$ cat src/rtl/mem_arb_pkg.sv
// Shared types and sizing for the main-memory arbiter.
package mem_arb_pkg;

  typedef enum logic [1:0] {
    IDLE = 2'd0,
    RD   = 2'd1,
    WR   = 2'd2
  } state_t;

  typedef enum logic {
    REQ_IC = 1'b0,
    REQ_DC = 1'b1
  } req_id_t;

  localparam int LINE_BEATS = 4;

  function automatic int beat_cnt_w(input int beats);
    return (beats > 1) ? $clog2(beats) : 1;
  endfunction

  localparam int BEAT_CNT_W = beat_cnt_w(LINE_BEATS);

endpackage

$ cat src/rtl/mem_arb_rr_pick.sv
// Two-way round-robin picker; last_grant only moves on an accepted request,
// so the pick stays stable while memory stalls the request.
module mem_arb_rr_pick
  import mem_arb_pkg::*;
(
  input  logic clk,
  input  logic reset,
  input  logic ic_valid,
  input  logic dc_valid,
  input  logic grant_fire,
  output logic pick_dc
);

  req_id_t last_grant_reg;
  req_id_t pick;

  always_comb begin
    pick = REQ_IC;
    if (dc_valid && (!ic_valid || last_grant_reg == REQ_IC)) begin
      pick = REQ_DC;
    end
  end

  // Reset value makes the first tie go to the icache.
  always_ff @(posedge clk) begin
    if (reset) begin
      last_grant_reg <= REQ_DC;
    end else if (grant_fire) begin
      last_grant_reg <= pick;
    end
  end

  assign pick_dc = (pick == REQ_DC);

endmodule

$ cat src/rtl/mem_arbiter.sv
// Main-memory port arbiter: icache refills vs dcache refills/writebacks,
// one line transaction (request + BEATS beats) at a time.
module mem_arbiter
  import mem_arb_pkg::*;
#(
  parameter int ADDR_W = 28,
  parameter int DATA_W = 128,
  parameter int MASK_W = 16,
  parameter int BEATS  = LINE_BEATS
) (
  input  logic              clk,
  input  logic              reset,
  input  logic              ic_req_valid,
  output logic              ic_req_ready,
  input  logic [ADDR_W-1:0] ic_req_addr,
  output logic              ic_resp_valid,
  output logic [DATA_W-1:0] ic_resp_data,
  input  logic              dc_req_valid,
  output logic              dc_req_ready,
  input  logic              dc_req_rw,
  input  logic [ADDR_W-1:0] dc_req_addr,
  input  logic              dc_req_data_valid,
  output logic              dc_req_data_ready,
  input  logic [DATA_W-1:0] dc_req_data_bits,
  input  logic [MASK_W-1:0] dc_req_data_mask,
  output logic              dc_resp_valid,
  output logic [DATA_W-1:0] dc_resp_data,
  output logic              mem_req_valid,
  input  logic              mem_req_ready,
  output logic              mem_req_rw,
  output logic [ADDR_W-1:0] mem_req_addr,
  output logic              mem_req_data_valid,
  input  logic              mem_req_data_ready,
  output logic [DATA_W-1:0] mem_req_data_bits,
  output logic [MASK_W-1:0] mem_req_data_mask,
  input  logic              mem_resp_valid,
  input  logic [DATA_W-1:0] mem_resp_data,
  output logic              busy
);

  localparam int CNT_W = beat_cnt_w(BEATS);
  localparam logic [CNT_W-1:0] LAST_BEAT = CNT_W'(BEATS - 1);

  state_t           state_reg;
  req_id_t          owner_reg;
  logic [CNT_W-1:0] beat_cnt_reg;

  logic    pick_dc;
  req_id_t winner;
  logic    in_idle, in_rd, in_wr;
  logic    grant_fire, wr_fire, beat_step;
  logic [1:0] resp_valid_vec;

  mem_arb_rr_pick u_pick (
    .clk        (clk),
    .reset      (reset),
    .ic_valid   (ic_req_valid),
    .dc_valid   (dc_req_valid),
    .grant_fire (grant_fire),
    .pick_dc    (pick_dc)
  );

  // Reset gates every handshake output so nothing escapes while resetting.
  assign in_idle = (state_reg == IDLE) && !reset;
  assign in_rd   = (state_reg == RD) && !reset;
  assign in_wr   = (state_reg == WR) && !reset;
  assign busy    = (state_reg != IDLE) && !reset;

  assign winner        = pick_dc ? REQ_DC : REQ_IC;
  assign mem_req_valid = in_idle && (ic_req_valid || dc_req_valid);
  assign mem_req_addr  = (winner == REQ_DC) ? dc_req_addr : ic_req_addr;
  assign mem_req_rw    = (winner == REQ_DC) && dc_req_rw;
  assign grant_fire    = mem_req_valid && mem_req_ready;

  assign ic_req_ready = in_idle && ic_req_valid && (winner == REQ_IC) && mem_req_ready;
  assign dc_req_ready = in_idle && dc_req_valid && (winner == REQ_DC) && mem_req_ready;

  for (genvar gi = 0; gi < 2; gi++) begin : g_resp
    assign resp_valid_vec[gi] = in_rd && mem_resp_valid && (owner_reg == req_id_t'(gi));
  end

  assign ic_resp_valid = resp_valid_vec[REQ_IC];
  assign dc_resp_valid = resp_valid_vec[REQ_DC];
  assign ic_resp_data  = mem_resp_data;
  assign dc_resp_data  = mem_resp_data;

  assign mem_req_data_valid = in_wr && dc_req_data_valid;
  assign dc_req_data_ready  = in_wr && mem_req_data_ready;
  assign mem_req_data_bits  = dc_req_data_bits;
  assign mem_req_data_mask  = dc_req_data_mask;

  assign wr_fire   = in_wr && dc_req_data_valid && mem_req_data_ready;
  assign beat_step = (in_rd && mem_resp_valid) || wr_fire;

  always_ff @(posedge clk) begin
    if (reset) begin
      state_reg    <= IDLE;
      owner_reg    <= REQ_IC;
      beat_cnt_reg <= '0;
    end else begin
      case (state_reg)
        IDLE: begin
          if (grant_fire) begin
            owner_reg    <= winner;
            beat_cnt_reg <= '0;
            state_reg    <= mem_req_rw ? WR : RD;
          end
        end
        RD, WR: begin
          if (beat_step) begin
            if (beat_cnt_reg == LAST_BEAT) begin
              beat_cnt_reg <= '0;
              state_reg    <= IDLE;
            end else begin
              beat_cnt_reg <= beat_cnt_reg + 1'b1;
            end
          end
        end
        default: state_reg <= IDLE;
      endcase
    end
  end

endmodule

$ cat config.mk
export PLATFORM = sky130hd
export DESIGN_NAME = mem_arbiter
export DESIGN_NICKNAME = d
export VERILOG_FILES = /design/src/rtl/mem_arb_pkg.sv /design/src/rtl/mem_arb_rr_pick.sv /design/src/rtl/mem_arbiter.sv
export SDC_FILE = /design/constraint.sdc
export NUM_CORES = 1
export LEC_CHECK = 0
export CORE_AREA = 2 2 302 304
export CTS_CLUSTER_SIZE = 30
export DETAILED_ROUTE_END_ITERATION = 6
export DIE_AREA = 0 0 304 306
export DONT_BUFFER_PORTS = 1
export HOLD_SLACK_MARGIN = 0.08
export SETUP_SLACK_MARGIN = 0.2
export SLEW_MARGIN = 10
export SYNTH_ARGS = -nofsm -noshare
export SYNTH_HDL_FRONTEND = slang
export SYNTH_HIERARCHICAL = 1
export SYNTH_SLANG_ARGS = --single-unit
export TNS_END_PERCENT = 20
$ cat constraint.sdc
create_clock -name clk -period 2.8 [get_ports clk]
set_input_delay 0.42 -clock clk [delete_from_list [all_inputs] [get_ports clk]]
set_output_delay 0.42 -clock clk [all_outputs]
set_load 0.005 [all_outputs]
# --- After elaboration in Yosys (flattened, before gate mapping) ---
# Cells that the tools add are included.
word_totals:
  ff_bits: 6
  latchBits: 0
  mem_bits_rw: 0
  rom_bits: 0
  input_bits: 337
  output_inout_bits: 437
  wordCells: 58
  mem_count: 0
classes:
  add_sub_neg: 1
  mul: 0
  div: 0
  magnitude_cmp: 0
  n_eq_ne: 6
  shifts: 0
  mux: 12
  bitwise_logic: 3
  n_reduce_logical: 32
ops:
  columns: ["operator", "count"]
  rows:
  - ["$mux W28", 1]
  - ["$logic_and A1 B1 Y1", 20]
  - ["$mux W2", 7]
  - ["$pmux W2 S2", 2]
  - ["$ne A2 B2 Y1 const B", 3]
  - ["$reduce_and A3 Y1", 2]
  - ["$eq A2 B2 Y1 const B", 2]
  - ["$reduce_bool A2 Y1", 2]
  - ["$logic_or A1 B1 Y1", 3]
  - ["$not A1 Y1", 3]
  - ["$add A2 B1 Y2 const B", 1]
  - ["$eq A2 B1 Y1 const B", 1]
  - ["$logic_not A1 Y1", 2]
  - ["$logic_not A2 Y1", 1]
  - ["$mux W1", 2]
  - ["$reduce_and A2 Y1", 1]
  - ["$reduce_or A2 Y1", 1]

# --- Longest topological paths before layout ---
logic_depth:
  word_depth: 9
  mapped_depth: 6
  depth_no_buf: 6

# --- Hierarchy ---
# The synthesis kept the hierarchy.
by_module_without_submodules:
  columns: ["module", "instances", "cells_per_inst", "area_per_inst_um2", "seq_area_each_um2"]
  rows:
  - ["mem_arbiter", 1, 480, 3726.1, 100.1]
  - ["mem_arb_rr_pick", 1, 4, 42.5, 20.0]

# --- Least setup slack after synthesis ---
# OpenSTA, ideal clock, no wires.
synth_path:
  path_type: "in2out"
  start: "input dc_req_valid"
  end: "output mem_req_addr[0]"
  arrival_ps: 1349
  t_required_ps: 2380
  path_slack_ps: 1031
  cell_stages: 4
  n_path_buf: 2
  path_cell_list: "a21boi_1 > clkbuf_1 > buf_2 > mux2_2"
synth_between:
  elab_chain_cells: 4
synth_lines:
  columns: ["element", "line", "rtl"]
  rows:
  - ["start, declared", "mem_arbiter.sv:18", "input logic dc_req_valid,"]
  - ["$logic_and A1 B1 Y1", "mem_arb_rr_pick.sv:19", "if (dc_valid && (!ic_valid || last_grant_reg == REQ_IC)) begin"]
  - ["$mux W1", "mem_arb_rr_pick.sv:19", null]
  - ["$mux W1", "mem_arbiter.sv:69", "assign winner = pick_dc ? REQ_DC : REQ_IC;"]
  - ["$mux W28", "mem_arbiter.sv:71", "assign mem_req_addr = (winner == REQ_DC) ? dc_req_addr : ic_req_addr;"]
  - ["end, declared", "mem_arbiter.sv:31", "output logic [ADDR_W-1:0] mem_req_addr,"]
# Every way passes these cells.

# --- Final worst setup path ---
layout_path:
  start: "register u_pick.last_grant_reg"
  end: "output mem_req_addr[4]"
layout_between:
  elab_chain_cells: 6
layout_lines:
  columns: ["element", "line", "rtl"]
  rows:
  - ["start, declared", "mem_arb_rr_pick.sv:14", "req_id_t last_grant_reg;"]
  - ["start signal, assigned", "mem_arb_rr_pick.sv:29", "last_grant_reg <= pick;"]
  - ["$not A1 Y1", "mem_arb_rr_pick.sv:19", null]
  - ["$logic_or A1 B1 Y1", "mem_arb_rr_pick.sv:19", null]
  - ["$logic_and A1 B1 Y1", "mem_arb_rr_pick.sv:19", null]
  - ["$mux W1", "mem_arb_rr_pick.sv:19", null]
  - ["via pick_dc", "mem_arbiter.sv:48", "logic pick_dc;"]
  - ["$mux W1", "mem_arbiter.sv:69", null]
  - ["$mux W28", "mem_arbiter.sv:71", null]
# The timed path passes the listed nets, and every way through them passes these cells.

==> results.cfg <==
[synth]
avgSynthCellArea_sq_um = 7.79
synthFlopType = dfxtp_1
syn_area_sq_mm = 0.00377
ys_ff_latch = 6
ys_async_sr_fraction_pct = 0
ys_types = 25
yosysSeqAreaShare_pct = 3.19
synth_edf_count = 0
yosys_warnings = 6
synth_nets = 825
synthCells = 484

[cts]
cts.sinks = 6
path_clk_slew_ns = 0.04
h-tree-depth = 1
cts_setup_buffers = 0
cts_made_buffers = 3
insertion_delay_ns = 0.23
post_cts_resized = 0
cts_buffer_depth = 2
cts_hold_buf = 0
clock_tree.root_cell = clkbuf_16
cts_tree = built

[cells_and_area]
fill_cells = 10653
drive_gt1_share_pct = 39.8
nNetsFinal = 426
areaGrowthSynthToFinish_pct = -38.7
final_common_cell = mux2_2
final_cell_mix = mux2_2, nor2_1, inv_1, dfxtp_1

[power]
switchingPower_w = 0.000135
p_int_w = 0.000341
clock_power_share_pct = 50.9
power_leakage_nw = 0.322
vdd_drop_max_uv = 175
power_density_mw_per_mm2 = 206
combPwrFrac_pct = 28.5
p_seq_share_pct = 20.6
finalPower_w = 0.000475
switching_share_pct = 28.3

[grt]
overflow = 0
grt_use_total_pct = 7.75
grt_max_degree = 27
grt_pass1_vias = 1476
antenna_found_initial = 4
grt_pass1_wl_um = 41100

[sta]
fmax_ghz = 0.488
fin_crit_sh_pct = 73.3
slew_viol_final = 0
worst_hold_slack_ns = 0.258
tns_ns = 0
max_slew_margin_pct = 59.6
min_period_ns = 2.05
rsz0062_at_grt = false
worst_pin_slew_ns = 0.604
skew_ns = 0.00532
hold_viol = 0
setup_viol = 0

[route]
dr.pass1.iters = 4
num_vias = 1368
drt-vias-per-instance = 1.08
first_iter_violations = 55
wl_per_cell_um = 30.0
wirelength_um = 37900
final_antenna_net_count = 0
drc_errors = 0

[die]
die_h_um = 306
die_area_sq_mm = 0.0930
die_width_um = 304
placementRows = 110
start_util_pct = 4.21
fp.coreArea_sq_mm = 0.0896
io_pins = 774

[flow_run]
maxCapViolations = 0

[critical_path]
worstReg2RegEnd = u_pick/last_grant_reg
r2r_cells = 6
r2r_start = state_reg[0]
critPathRequiredTime_ns = 2.38
setup.worst_path.end_class = output port
cp.arrival_ns = 1.63
cp-start-kind = flip-flop
worstSetupPathType = flip-flop to output port
regToRegSetupSlack_ns = 0.92
critPathMaxFanout = 26

[placed_design]
port_buffers = 0
gp_congestion = 0.731
place.detailed.hpwl_um = 36400

[min_path]
holdPathEnd = owner_reg
min_from = reset
min_path_cells = 1
holdCritPathClass = input port to flip-flop

[outcome]
outcome = complete, no violations
[routing by layer]
layer	up-vias	global-route usage (%)	share of wire, %
met5	-	0	0.034
met4	2	4.67	7.1
met3	134	16.6	46
met2	548	11.0	40
li1	302	-	-
met1	382	1.53	6.8
[area by class of cell]
cell class              count  area, sq um  area share, %
well taps                1176         1470           63.7
multi-input cells          67          608           26.3
flip-flops and latches      6          120           5.20
clock buffers               3         75.1           3.25
inverters                   6         22.5          0.975
repair buffers              1         7.51          0.325
diodes                      2         5.00          0.217
[logic make-up after synthesis]
kind of cell    Yosys count  share of synthesized area, %
buf+inv                 411                          81.0
compound gates            9                          2.12
simple gates             23                          3.22
mux                      31                          9.16
flops                     6                          3.19
fa+ha+maj                 4                          1.33
[metrics by stage]
stage          instances  area, sq um  setup WS [ns]  utilization [%]
3_5_place_dp        1256         2230          0.864             2.49
4_1_cts             1259         2300          0.702             2.57
6_report            1261         2310          0.749             2.58
3_3_place_gp        1256         2230          0.878             2.49
2_1_floorplan        484         3770           1.03                -
5_1_grt             1261         2310          0.599             2.58
[worst max-delay path, stage by stage (launching register included)]
cell      delay (ns)
dfxtp_1         0.33
a21boi_4        0.26
buf_4           0.37
mux2_2          0.42
[power by group through the flow]
stage	clock, W	combinational (W)	sequential, W
finish	0.000242	0.000135	0.0000977
global route	0.000259	0.000148	0.0000992
CTS	0.000252	0.000138	0.0000982
detailed placement	0	0.000138	0.0000997
global placement	0	0.000136	0.0000999
floorplan	0	0.000572	0.0000969
[cell usage after synthesis (all sizes together), types with 2 or more instances]
cell type / number / area [sq um]
a21boi: 2 / 15.0
buf: 404 / 3030
dfxtp: 6 / 120
ha: 4 / 50.1
inv: 6 / 22.5
mux2: 28 / 315
mux2i: 3 / 30.0
nand2: 4 / 15.0
nand2b: 2 / 12.5
nand3b: 2 / 15.0
nor2: 9 / 33.8
nor3b: 2 / 15.0
o32ai: 2 / 17.5
[worst max-delay path by stage]
stage | depth (start not counted) | from | endpoint
floorplan | 4 | dc_req_valid | mem_req_addr[0]
global placement | 3 | dc_req_valid | mem_req_addr[4]
detailed placement | 3 | dc_req_valid | mem_req_addr[7]
CTS | 3 | u_pick/last_grant_reg | mem_req_addr[7]
global route | 3 | u_pick/last_grant_reg | mem_req_addr[4]
finish | 3 | u_pick/last_grant_reg | mem_req_addr[4]
Power figures use the tool's default switching activity.
